[src/rtl/mem_port_arbiter.sv]
// Round-robin share of one memory port among NUM_REQ requesters, with serial-tagged response routing.
// Grant is combinational (same cycle); requesters stall while memory is busy or the next serial's slot is still live.
module mem_port_arbiter #(
  parameter int NUM_REQ   = 3,
  parameter int ADDR_W    = 32,
  parameter int DATA_W    = 128,
  parameter int RSERIAL_W = 4,
  parameter int WSERIAL_W = 4
) (
  input  logic                      clk,
  input  logic                      rst,
  input  logic [NUM_REQ-1:0]        reqValid,
  input  logic [NUM_REQ-1:0]        reqWrite,
  input  logic [NUM_REQ*ADDR_W-1:0] reqAddr,
  input  logic [NUM_REQ*DATA_W-1:0] reqWriteData,
  output logic [NUM_REQ-1:0]        reqGrant,
  output logic [ADDR_W-1:0]         memAccessAddr,
  output logic [DATA_W-1:0]         memAccessWriteData,
  output logic                      memAccessRE,
  output logic                      memAccessWE,
  input  logic                      memAccessReadBusy,
  input  logic                      memAccessWriteBusy,
  input  logic [RSERIAL_W-1:0]      nextMemReadSerial,
  input  logic [WSERIAL_W-1:0]      nextMemWriteSerial,
  input  logic                      memReadDataReady,
  input  logic [RSERIAL_W-1:0]      memReadSerial,
  input  logic [DATA_W-1:0]         memReadData,
  input  logic                      memWriteAckValid,
  input  logic [WSERIAL_W-1:0]      memWriteAckSerial,
  output logic [NUM_REQ-1:0]        rspReadValid,
  output logic [DATA_W-1:0]         rspReadData,
  output logic [NUM_REQ-1:0]        rspWriteDone,
  output logic [RSERIAL_W:0]        outstandingReads,
  output logic                      orphanError
);
  localparam int IDX_W  = (NUM_REQ > 1) ? $clog2(NUM_REQ) : 1;
  localparam int RSLOTS = 1 << RSERIAL_W;
  localparam int WSLOTS = 1 << WSERIAL_W;
  typedef logic [IDX_W-1:0] idx_t;

  logic [RSLOTS-1:0] rd_valid_q, rd_valid_d;
  idx_t              rd_owner_q [RSLOTS];
  idx_t              rd_owner_d [RSLOTS];
  logic [WSLOTS-1:0] wr_valid_q, wr_valid_d;
  idx_t              wr_owner_q [WSLOTS];
  idx_t              wr_owner_d [WSLOTS];
  idx_t              rr_ptr_q, rr_ptr_d;
  logic [RSERIAL_W:0] rd_count_q, rd_count_d;
  logic              orphan_q, orphan_d;

  logic [NUM_REQ-1:0] elig;
  logic               rd_ok, wr_ok, win_vld;
  idx_t               win_idx;
  logic [IDX_W:0]     scan;
  logic               rd_hit, wr_hit, rd_orphan, wr_orphan;

  // Gating with rst keeps every output at zero while reset is held.
  always_comb begin
    rd_ok   = rst && !memAccessReadBusy && !rd_valid_q[nextMemReadSerial];
    wr_ok   = rst && !memAccessWriteBusy && !wr_valid_q[nextMemWriteSerial];
    elig    = '0;
    for (int i = 0; i < NUM_REQ; i++) begin
      elig[i] = reqValid[i] && (reqWrite[i] ? wr_ok : rd_ok);
    end
    win_vld = 1'b0;
    win_idx = '0;
    scan    = '0;
    for (int k = 0; k < NUM_REQ; k++) begin
      scan = {1'b0, rr_ptr_q} + (IDX_W+1)'(k);
      if (scan >= (IDX_W+1)'(NUM_REQ)) scan = scan - (IDX_W+1)'(NUM_REQ);
      if (!win_vld && elig[scan[IDX_W-1:0]]) begin
        win_vld = 1'b1;
        win_idx = scan[IDX_W-1:0];
      end
    end
  end

  always_comb begin
    reqGrant           = '0;
    memAccessAddr      = '0;
    memAccessWriteData = '0;
    memAccessRE        = 1'b0;
    memAccessWE        = 1'b0;
    if (win_vld) begin
      reqGrant[win_idx]  = 1'b1;
      memAccessAddr      = reqAddr[win_idx*ADDR_W +: ADDR_W];
      memAccessWriteData = reqWriteData[win_idx*DATA_W +: DATA_W];
      memAccessRE        = !reqWrite[win_idx];
      memAccessWE        = reqWrite[win_idx];
    end
  end

  always_comb begin
    rd_hit       = rst && memReadDataReady && rd_valid_q[memReadSerial];
    rd_orphan    = rst && memReadDataReady && !rd_valid_q[memReadSerial];
    wr_hit       = rst && memWriteAckValid && wr_valid_q[memWriteAckSerial];
    wr_orphan    = rst && memWriteAckValid && !wr_valid_q[memWriteAckSerial];
    rspReadValid = '0;
    rspWriteDone = '0;
    if (rd_hit) rspReadValid[rd_owner_q[memReadSerial]] = 1'b1;
    if (wr_hit) rspWriteDone[wr_owner_q[memWriteAckSerial]] = 1'b1;
    rspReadData      = rst ? memReadData : '0;
    outstandingReads = rd_count_q;
    orphanError      = orphan_q;
  end

  // An issue slot can never equal the returning slot: issue requires the slot to be free.
  always_comb begin
    rd_valid_d = rd_valid_q;
    rd_owner_d = rd_owner_q;
    wr_valid_d = wr_valid_q;
    wr_owner_d = wr_owner_q;
    if (rd_hit) rd_valid_d[memReadSerial] = 1'b0;
    if (wr_hit) wr_valid_d[memWriteAckSerial] = 1'b0;
    if (memAccessRE) begin
      rd_valid_d[nextMemReadSerial] = 1'b1;
      rd_owner_d[nextMemReadSerial] = win_idx;
    end
    if (memAccessWE) begin
      wr_valid_d[nextMemWriteSerial] = 1'b1;
      wr_owner_d[nextMemWriteSerial] = win_idx;
    end
    rd_count_d = rd_count_q + {{RSERIAL_W{1'b0}}, memAccessRE} - {{RSERIAL_W{1'b0}}, rd_hit};
    orphan_d   = orphan_q | rd_orphan | wr_orphan;
    rr_ptr_d   = rr_ptr_q;
    if (win_vld) rr_ptr_d = (win_idx == idx_t'(NUM_REQ-1)) ? '0 : win_idx + idx_t'(1);
  end

  always_ff @(posedge clk or negedge rst) begin
    if (!rst) begin
      rd_valid_q <= '0;
      rd_owner_q <= '{default: '0};
      wr_valid_q <= '0;
      wr_owner_q <= '{default: '0};
      rr_ptr_q   <= '0;
      rd_count_q <= '0;
      orphan_q   <= 1'b0;
    end else begin
      rd_valid_q <= rd_valid_d;
      rd_owner_q <= rd_owner_d;
      wr_valid_q <= wr_valid_d;
      wr_owner_q <= wr_owner_d;
      rr_ptr_q   <= rr_ptr_d;
      rd_count_q <= rd_count_d;
      orphan_q   <= orphan_d;
    end
  end
endmodule

[config.mk]
export PLATFORM = sky130hd
export DESIGN_NAME = mem_port_arbiter
export DESIGN_NICKNAME = d
export VERILOG_FILES = /design/src/rtl/mem_port_arbiter.sv
export SDC_FILE = /design/constraint.sdc
export NUM_CORES = 1
export LEC_CHECK = 0
export CAP_MARGIN = 0
export CORE_AREA = 2 2 368 370
export CTS_CLUSTER_SIZE = 28
export DETAILED_ROUTE_END_ITERATION = 12
export DIE_AREA = 0 0 370 372
export PLACE_DENSITY = 0.38
export SYNTH_ARGS = -nofsm -noshare
export SYNTH_HDL_FRONTEND = slang
export SYNTH_SLANG_ARGS = --single-unit
[constraint.sdc]
create_clock -name clk -period 7.8 [get_ports clk]
set_clock_uncertainty 0.1 [all_clocks]
set_input_delay 1.56 -clock clk [delete_from_list [all_inputs] [get_ports clk]]
set_output_delay 1.56 -clock clk [all_outputs]
set_load 0.01 [all_outputs]
==> reports/metrics.cfg, run 1 <==
[outcome]
status=completed

[clocking]
cts_tree=yes
htree_levels=3
postCtsHoldBufs=0
clkLatencyLatePin_ns=0.35
clock_path_buffers=2
cts.sinks=104
clk_pin_slew_worst_paths_ns=0.08
numCtsBuffers=9
cts-root-buf=clkbuf_16

[route]
vias=12900
avgViaCountPerCell=3.42
wl_per_cell_um=25.2
drt_iter0_drc=1124
ant_nets=0
drt_pass1_iterations=9
routed_wl_um=95400
drc=0

[synthesis]
netlist_instances=1084
synthDistinctLibCells=59
ys.flop_type=dfrtp_1
syn_nets=1728
netlist.area_leader.share_pct=27.6
synthesis.area_um2=9420
syn_area_per_cell_um2=8.69
synth_area_leaders=dfrtp_1 (28%), a222oi_1 (11%), and2_1 (8.6%)
synth_top_area_cell=dfrtp_1
ys_async_sr_fraction_pct=100
ys_seq_elements=104
ys_seq_area_share_pct=27.6
synth-edff-count=0
ys_warn_count=0

[finish]
seq_area_um2=2600
nFillCells=15100
finalNetCount=2627
layout-drive-gt1-share_pct=11.0
multiInputGateArea_um2=5930
area_growth_pct=129

[floorplanning]
start_util_pct=7.01
die_area_um2=138000
fp-row-count=135
die_w_um=370
fp.coreArea_um2=134000
num_io_pins=941
die_h_um=372

[pwr]
ir_worst_vdd_uv=137
leakagePower_nw=8.54
power_density_nw_per_um2=174

[setup_path]
cp-end-kind=output pin
timing_worst_setup_path_type=in -> out
worst_ep_arrival_time_ns=5.82
cp-start-kind=input pin
regToRegEndpoint=outstandingReads[4]
cp_data_required_time_ns=6.14
rr_startpoint=wr_valid_q[2]
r2r_slack_ns=3.73
path_max_fanout=26
r2r_cells=13

[global_route]
grt_pass1_vias=13000
grt_max_degree=102
grt_use_total_pct=12.9
antenna_found_initial=79
grt_pass1_wl_um=121000
overflow=0

[run]
drv_cap=0

[placed_design]
place_congestion=0.834
portBuffers=940
dp_hpwl_um=82700
pre_cts_ws_ns=0.128

[sta]
layout_setup_ws_ns=0.317
slew_violations=0
fin_setup_tns_ns=0
final-hold-violation-count=0
maxSlewHeadroom_pct=30.1
rsz0062_at_grt=no
min_period_ns=7.48
final-setup-viol-count=0
worst_slew_pin_slew_ns=1.05
final.period_utilization_pct=95.9
max_freq_ghz=0.134

[worst_hold_path]
whs_path_depth=1
worstHoldStart=orphanError
min_to=orphanError
hp-class=reg -> reg

==> routing by layer <==
layer | up-vias | share of wire (%) | GRT usage (%)
met2 | 654 | 49 | 21.6
met4 | 14 | 2.3 | 3.66
met5 | - | 0.097 | 0
met1 | 6279 | 41 | 16.1
met3 | 142 | 7.5 | 3.70
li1 | 5849 | - | -
==> worst max-delay path: stages <==
cell and delay [ns]:
clkdlybuf4s50_1 0.62, mux2_2 0.37, a222oi_1 0.31, o211ai_1 0.33, mux2i_1 0.41, a32oi_1 0.19, and3_4 0.27, buf_12 0.18
buf_12 0.20, a22oi_1 0.52, o21ai_0 0.16, buf_4 0.16, clkdlybuf4s50_1 0.47
==> area by class of cell <==
type                            count  share of cell area (%)
Antenna cell                       18                   0.209
Clock buffer                        9                    1.04
Clock inverter                      7                   0.244
Inverter                          119                    2.07
Multi-Input combinational cell    752                    27.5
Sequential cell                   104                    12.1
Tap cell                         1781                    10.3
Timing Repair Buffer              997                    46.5
==> cell usage in the layout, fill, tap and decap left out, drive strengths merged, types with 58 or more instances in the layout <==
cell | synthesis | layout
clkdlybuf4s50 | 0 | 922
nand2 | 81 | 81
inv | 119 | 122
and2 | 129 | 129
buf | 24 | 74
mux2 | 73 | 73
a222oi | 104 | 104
a22oi | 58 | 58
o21ai | 72 | 72
dfrtp | 104 | 104
==> cells in the mapped netlist, drive strengths merged, types with 4 or more instances <==
cell type and number:
and2 129, inv 119, a222oi 104, dfrtp 104, clkbuf 85, nand2 81
mux2 73, o21ai 72, a22oi 58, a21oi 44, nor2 41, mux4 33
buf 24, nand3 17, nand2b 12, nand4b 9, ha 7, nand4 6
nor3 6, nor3b 6, a21o 5, nor4 5, o22ai 5, or2 4
==> worst max-delay path by stage <==
stage | startpoint | to | cells after the start
floorplan | nextMemWriteSerial[1] | memAccessWriteData[63] | 14
global placement | nextMemReadSerial[1] | memAccessWriteData[38] | 13
detailed placement | nextMemReadSerial[1] | memAccessWriteData[38] | 13
CTS | nextMemReadSerial[1] | memAccessWriteData[38] | 13
global route | nextMemReadSerial[3] | memAccessWriteData[38] | 13
finish | nextMemWriteSerial[1] | memAccessWriteData[60] | 13
==> metrics by stage <==
step	instance area (µm²)	utilization (%)	std cells	power (mW)	hold WS (ns)
after floorplan	9420	-	1084	1.80	0.359
after global placement	21200	15.8	3753	3.35	0.343
after detailed placement	21200	15.8	3753	3.34	0.350
after CTS	21500	16.0	3769	3.82	0.368
after global routing	21600	16.1	3782	4.02	0.379
final	21600	16.1	3787	3.76	0.362
==> kinds of logic after synthesis <==
family                   synth area share (%)
buffers and inverters                    9.74
XOR/XNOR                                0.372
AO/OA/AOI/OAI                            24.4
multiplexers                             17.0
flip-flops                               27.6
adder cells (fa/ha/maj)                  1.14
AND/OR/NAND/NOR                          19.7
==> registers in the layout (all words and copies together) (netlist names) <==
register,flops
rr_ptr_q,2
rd_valid_q,16
wr_valid_q,16
orphanError,1
wr_owner_q,32
outstandingReads,5
rd_owner_q,32
==> power by group <==
group	internal (mW)	switching, mW	total, mW
clock network	0.220	0.226	0.446
registers	0.668	0.0924	0.760
logic	1.33	1.23	2.55
total	2.21	1.55	3.76
==> timing repair <==
item,CTS,global route
setup endpoints to repair,0,49
setup buffers,0,0
resized for setup,0,1
(Power assumes the default switching activity.)
==> run 2: changes to the inputs <==
--- a/config.mk
+++ b/config.mk
@@ -11,6 +11,7 @@
 export DETAILED_ROUTE_END_ITERATION = 12
 export DIE_AREA = 0 0 370 372
 export PLACE_DENSITY = 0.38
+export REMOVE_ABC_BUFFERS = 1
 export SYNTH_ARGS = -nofsm -noshare
 export SYNTH_HDL_FRONTEND = slang
 export SYNTH_SLANG_ARGS = --single-unit
==> reports/metrics.cfg, run 2 (synthesized netlist as in run 1, its figures left out) <==
[sta]
final-hold-violation-count=0  ; unchanged
final-setup-viol-count=0  ; unchanged
rsz0062_at_grt=no  ; unchanged
min_period_ns=7.60  ; was 7.48 ns
maxSlewHeadroom_pct=25.1  ; was 30.1%
slew_violations=0  ; unchanged
layout_setup_ws_ns=0.200  ; was 0.317 ns
final.period_utilization_pct=97.4  ; was 95.9%
max_freq_ghz=0.132  ; was 0.134 GHz
worst_slew_pin_slew_ns=1.12  ; was 1.05 ns
fin_setup_tns_ns=0  ; unchanged

[route]
wl_per_cell_um=24.1  ; was 25.2 µm
routed_wl_um=91700  ; was 95400 µm
drc=0  ; unchanged
vias=13000  ; was 12900
avgViaCountPerCell=3.42  ; about the same
ant_nets=0  ; unchanged
drt_iter0_drc=1186  ; was 1124
drt_pass1_iterations=10  ; was 9

[outcome]
status=completed  ; unchanged

[clocking]
htree_levels=3  ; unchanged
numCtsBuffers=9  ; unchanged
cts_post_setup_buffers_inserted=0  ; unchanged
cts.sinks=104  ; unchanged
postCtsHoldBufs=0  ; unchanged
clk_pin_slew_worst_paths_ns=0.09  ; was 0.08 ns
cts-root-buf=clkbuf_16  ; unchanged
cts_tree=yes  ; unchanged
clkLatencyLatePin_ns=0.38  ; was 0.35 ns
cts-resized-gates=0  ; unchanged
clock_path_buffers=2  ; unchanged

[finish]
area_growth_pct=131  ; was 129%
layout-drive-gt1-share_pct=11.8  ; was 11.0%
largest_registers=rd_owner_q: 32 flops, wr_owner_q: 32 flops  ; unchanged
finalNetCount=2639  ; was 2627
postLayoutCellArea_um2=21800  ; was 21600 µm²
layout_commonest_cell=clkdlybuf4s50_1  ; unchanged
final_cell_mix=clkdlybuf4s50_1 (919), and2_1 (129), inv_1 (119), a222oi_1 (104), dfrtp_1 (104)  ; was clkdlybuf4s50_1 (922), and2_1 (129), inv_1 (119), a222oi_1 (104), dfrtp_1 (104)
nFillCells=15100  ; about the same
multiInputGateArea_um2=5940  ; was 5930 µm²
instances_no_fill=3799  ; was 3787
seq_area_um2=2600  ; unchanged

[placed_design]
dp_hpwl_um=79900  ; was 82700 µm
pre_cts_ws_ns=0.102  ; was 0.128 ns
place_inst=3765  ; was 3753
place_congestion=0.863  ; was 0.834
portBuffers=940  ; unchanged
placed_area_um2=21400  ; was 21200 µm²

[global_route]
grt_pass1_vias=12800  ; was 13000
grt_pass1_wl_um=117000  ; was 121000 µm
overflow=0  ; unchanged
grt_max_degree=83  ; was 102
antenna_found_initial=83  ; was 79
grt_use_total_pct=12.5  ; was 12.9%

[floorplanning]
start_util_pct=7.01  ; unchanged
die_h_um=372  ; unchanged
die_w_um=370  ; unchanged
num_io_pins=941  ; unchanged
fp.coreArea_um2=134000  ; unchanged
die_area_um2=138000  ; unchanged
fp-row-count=135  ; unchanged

[pwr]
ir_worst_vdd_uv=98.5  ; was 137 µV
leakagePower_nw=8.64  ; was 8.54 nW
power_density_nw_per_um2=177  ; was 174 nW/µm²

[setup_path]
cp-end-kind=output pin  ; unchanged
worst_ep_arrival_time_ns=5.94  ; was 5.82 ns
cp_data_required_time_ns=6.14  ; about the same
path_max_fanout=25  ; was 26
timing_worst_setup_path_type=in -> out  ; unchanged
cp-start-kind=input pin  ; unchanged

[worst_hold_path]
hp-class=reg -> reg  ; unchanged

[run]
drv_cap=0  ; unchanged

[run 2: cell count changes in the layout (fill, tap and decap cells not counted)]
cell,before,now
buf_12,19,25
clkdlybuf4s50_1,922,919
inv_12,0,1
mux2i_2,0,1
clkinv_2,2,0
clkinv_8,0,2
clkinv_4,1,2
mux2i_1,3,2
buf_4,54,63
inv_6,3,2
clkinvlp_4,1,0
[run 2: layout make-up]
cell class	instances	area share (%)
repair buffers	1009	46.8
multi-input cells	752	27.3
flip-flops and latches	104	12.0
well taps	1781	10.2
inverters	119	2.05
clock buffers	9	1.03
clock inverters	7	0.385
diodes	18	0.207
[run 2: final timing paths]
path | startpoint | end | slack, ns | depth (start not counted)
worst max-delay path | nextMemWriteSerial[1] | memAccessAddr[2] | 0.20 | 14
worst max register to register | rd_valid_q[0] | outstandingReads[4] | 3.41 | 15
min in group asynchronous | rst | wr_owner_q[30] | 0.98 | 1
max in group asynchronous | rst | rd_owner_q[2] | 5.59 | 2
worst min register to register | orphanError | orphanError | 0.39 | 1
worst min-delay path | orphanError | orphanError | 0.39 | 1
[run 2: worst max-delay path, cell delays in order]
cell             delay, ns
clkdlybuf4s50_1       0.62
buf_4                 0.19
mux4_2                0.49
o22ai_1               0.18
o211ai_1              0.25
mux2i_2               0.32
a31oi_1               0.16
and3_4                0.27
buf_12                0.16
buf_12                0.14
buf_4                 0.23
a222oi_1              0.69
inv_1                 0.10
clkdlybuf4s50_1       0.51
[run 2: power breakdown]
group / internal, mW / switching, mW
Clock: 0.230 / 0.252
Sequential: 0.667 / 0.0913
Combinational: 1.35 / 1.26
Total: 2.25 / 1.60
[run 2: routing by layer]
layer | wire length [µm] | part of all wire, % | global-route usage (%)
met2 | 44300 | 48 | 20.4
met1 | 37800 | 41 | 15.5
met3 | 7910 | 8.6 | 4.14
met5 | 172 | 0.19 | 0
met4 | 1470 | 1.6 | 3.42
[run 2: stage by stage]
stage / power [mW] / util [%] / hold slack [ns]
after floorplan: 1.79 / - / 0.359
after global placement: 3.43 / 15.9 / 0.351
after detailed placement: 3.41 / 15.9 / 0.364
after CTS: 3.92 / 16.2 / 0.385
after global routing: 4.11 / 16.2 / 0.390
final: 3.85 / 16.2 / 0.388
==> run 3: changes to the inputs <==
--- a/config.mk
+++ b/config.mk
@@ -7,6 +7,7 @@
 export LEC_CHECK = 0
 export CAP_MARGIN = 0
 export CORE_AREA = 2 2 368 370
+export CTS_BUF_LIST = sky130_fd_sc_hd__clkbuf_4 sky130_fd_sc_hd__clkbuf_8
 export CTS_CLUSTER_SIZE = 28
 export DETAILED_ROUTE_END_ITERATION = 12
 export DIE_AREA = 0 0 370 372
==> reports/metrics.cfg, run 3 (synthesized netlist as in run 1, its figures left out) <==
[pwr]
sw_frac_of_total_pct=42.5  ; was 41.6%
intPower_mw=2.15  ; was 2.25 mW
ir_worst_vdd_uv=81.0  ; was 98.5 µV
p_comb_share_pct=69.9  ; was 67.7%
power_density_nw_per_um2=172  ; was 177 nW/µm²
power_switching_mw=1.59  ; was 1.60 mW
power_frac_clock_pct=9.8  ; was 12.5%
leakagePower_nw=8.59  ; was 8.64 nW
pwr-share-seq_pct=20.3  ; was 19.7%
p_total_mw=3.73  ; was 3.85 mW

[sta]
worst_slew_pin_slew_ns=1.11  ; was 1.12 ns
hold_slack_ns=0.392  ; was 0.388 ns
min_period_ns=7.62  ; was 7.60 ns
slew_violations=0  ; unchanged
final.period_utilization_pct=97.7  ; was 97.4%
final-hold-violation-count=0  ; unchanged
max_freq_ghz=0.131  ; was 0.132 GHz
rsz0062_at_grt=no  ; unchanged
maxSlewHeadroom_pct=26.0  ; was 25.1%
final-setup-viol-count=0  ; unchanged

[finish]
area_growth_pct=130  ; was 131%
postLayoutCellArea_um2=21700  ; was 21800 µm²
instances_no_fill=3801  ; was 3799
layout-drive-gt1-share_pct=11.8  ; unchanged
largest_registers=rd_owner_q: 32 flops, wr_owner_q: 32 flops  ; unchanged
layout_commonest_cell=clkdlybuf4s50_1  ; unchanged
final_cell_mix=clkdlybuf4s50_1 (919), and2_1 (129), inv_1 (119), a222oi_1 (104), dfrtp_1 (104)  ; unchanged
finalNetCount=2639  ; unchanged

[clocking]
clock_path_buffers=2  ; unchanged
cts_post_setup_buffers_inserted=0  ; unchanged
numCtsBuffers=9  ; unchanged
cts_tree=yes  ; unchanged
postCtsHoldBufs=0  ; unchanged
cts-root-buf=clkbuf_8  ; was clkbuf_16
cts.sinks=104  ; unchanged
clkLatencyLatePin_ns=0.42  ; was 0.38 ns
htree_levels=3  ; unchanged
clk_pin_slew_worst_paths_ns=0.13  ; was 0.09 ns

[run]
drv_cap=0  ; unchanged

[global_route]
grt_pass1_wl_um=117000  ; about the same
grt_max_degree=83  ; unchanged
overflow=0  ; unchanged
grt_pass1_vias=12800  ; about the same
grt_use_total_pct=12.5  ; about the same
antenna_found_initial=83  ; unchanged

[setup_path]
crit_start=nextMemWriteSerial[1]  ; unchanged
critical_path_buf_inv_count=7  ; unchanged
rr_startpoint=rd_valid_q[0]  ; unchanged
cp-end-kind=output pin  ; unchanged
cp_top_family=buffers and inverters  ; unchanged
cp_data_required_time_ns=6.14  ; about the same
cp_cell_sequence=clkdlybuf4s50_1 > buf_4 > mux4_2 > o22ai_1 > o211ai_1 > mux2i_2 > a31oi_1 > and3_4 > buf_12 > buf_12 > buf_4 > a222oi_1 > inv_1 > clkdlybuf4s50_1  ; unchanged
critical_path.max_stage_delay_ns=0.70  ; was 0.69 ns
worst_ep_arrival_time_ns=5.96  ; was 5.94 ns
cp-start-kind=input pin  ; unchanged
timing_worst_setup_path_type=in -> out  ; unchanged
path_max_fanout=25  ; unchanged
critPathSlowestCell=a222oi_1  ; unchanged

[floorplanning]
die_h_um=372  ; unchanged
fp.coreArea_um2=134000  ; unchanged
die_area_um2=138000  ; unchanged
num_io_pins=941  ; unchanged
fp-row-count=135  ; unchanged
die_w_um=370  ; unchanged
start_util_pct=7.01  ; unchanged

[placed_design]
place_congestion=0.863  ; unchanged
place_inst=3765  ; unchanged
placed_area_um2=21400  ; unchanged
portBuffers=940  ; unchanged
dp_hpwl_um=79900  ; unchanged

[route]
ant_nets=0  ; unchanged
wl_per_cell_um=24.1  ; about the same
routed_wl_um=91500  ; was 91700 µm
drt_iter0_drc=1224  ; was 1186
vias=13000  ; about the same
avgViaCountPerCell=3.42  ; about the same
drc=0  ; unchanged
drt_pass1_iterations=10  ; unchanged

[outcome]
status=completed  ; unchanged

[worst_hold_path]
hp-class=reg -> reg  ; unchanged
worstHoldStart=orphanError  ; unchanged

run 3: changes by cell type in the layout (fill, tap and decap cells not counted), sizes merged:
cell,before,now
diode,18,20
run 3: cell type report:
class / count / area (µm²)
Antenna cell: 20 / 50.0
Timing Repair Buffer: 1009 / 10200
Multi-Input combinational cell: 752 / 5940
Fill cell: 15100 / 113000
Tap cell: 1781 / 2230
Clock inverter: 7 / 83.8
Inverter: 119 / 447
Sequential cell: 104 / 2600
Clock buffer: 9 / 124
run 3: worst paths after layout:
check / slack [ns] / cells past startpoint / to
setup reg to reg: 3.37 / 15 / outstandingReads[4]
setup / recovery: 0.18 / 14 / memAccessAddr[2]
max in group asynchronous: 5.64 / 2 / rd_owner_q[2]
hold reg to reg: 0.39 / 1 / orphanError
min in group asynchronous: 0.94 / 1 / wr_owner_q[30]
hold / removal: 0.39 / 1 / orphanError
run 3: what timing repair did:
item                       CTS  global route
gates resized for setup      0             2
setup endpoints to repair    0            60
hold endpoints to repair     0             0
run 3: power groups by stage:
stage | combinational (mW) | clock (mW) | sequential, mW
floorplan | 1.05 | 0 | 0.739
global placement | 2.65 | 0 | 0.772
detailed placement | 2.64 | 0 | 0.769
CTS | 2.66 | 0.389 | 0.758
global route | 2.81 | 0.407 | 0.775
finish | 2.61 | 0.367 | 0.758
run 3: layer usage:
layer,global-route usage [%],share of wire [%],vias up
li1,-,-,5883
met1,15.6,41,6248
met2,20.4,48,708
met3,4.05,8.5,118
met4,3.40,1.7,26
met5,0,0.18,-
run 3: stage by stage:
| step | worst slack, ns | utilization [%] | setup TNS, ns |
|---|---|---|---|
| floorplan | -6.93 | - | -868.44 |
| global placement | 0.114 | 15.9 | 0 |
| detailed placement | 0.102 | 15.9 | 0 |
| CTS | 0.0952 | 16.1 | 0 |
| global route | 0.0246 | 16.1 | 0 |
| finish | 0.180 | 16.1 | 0 |
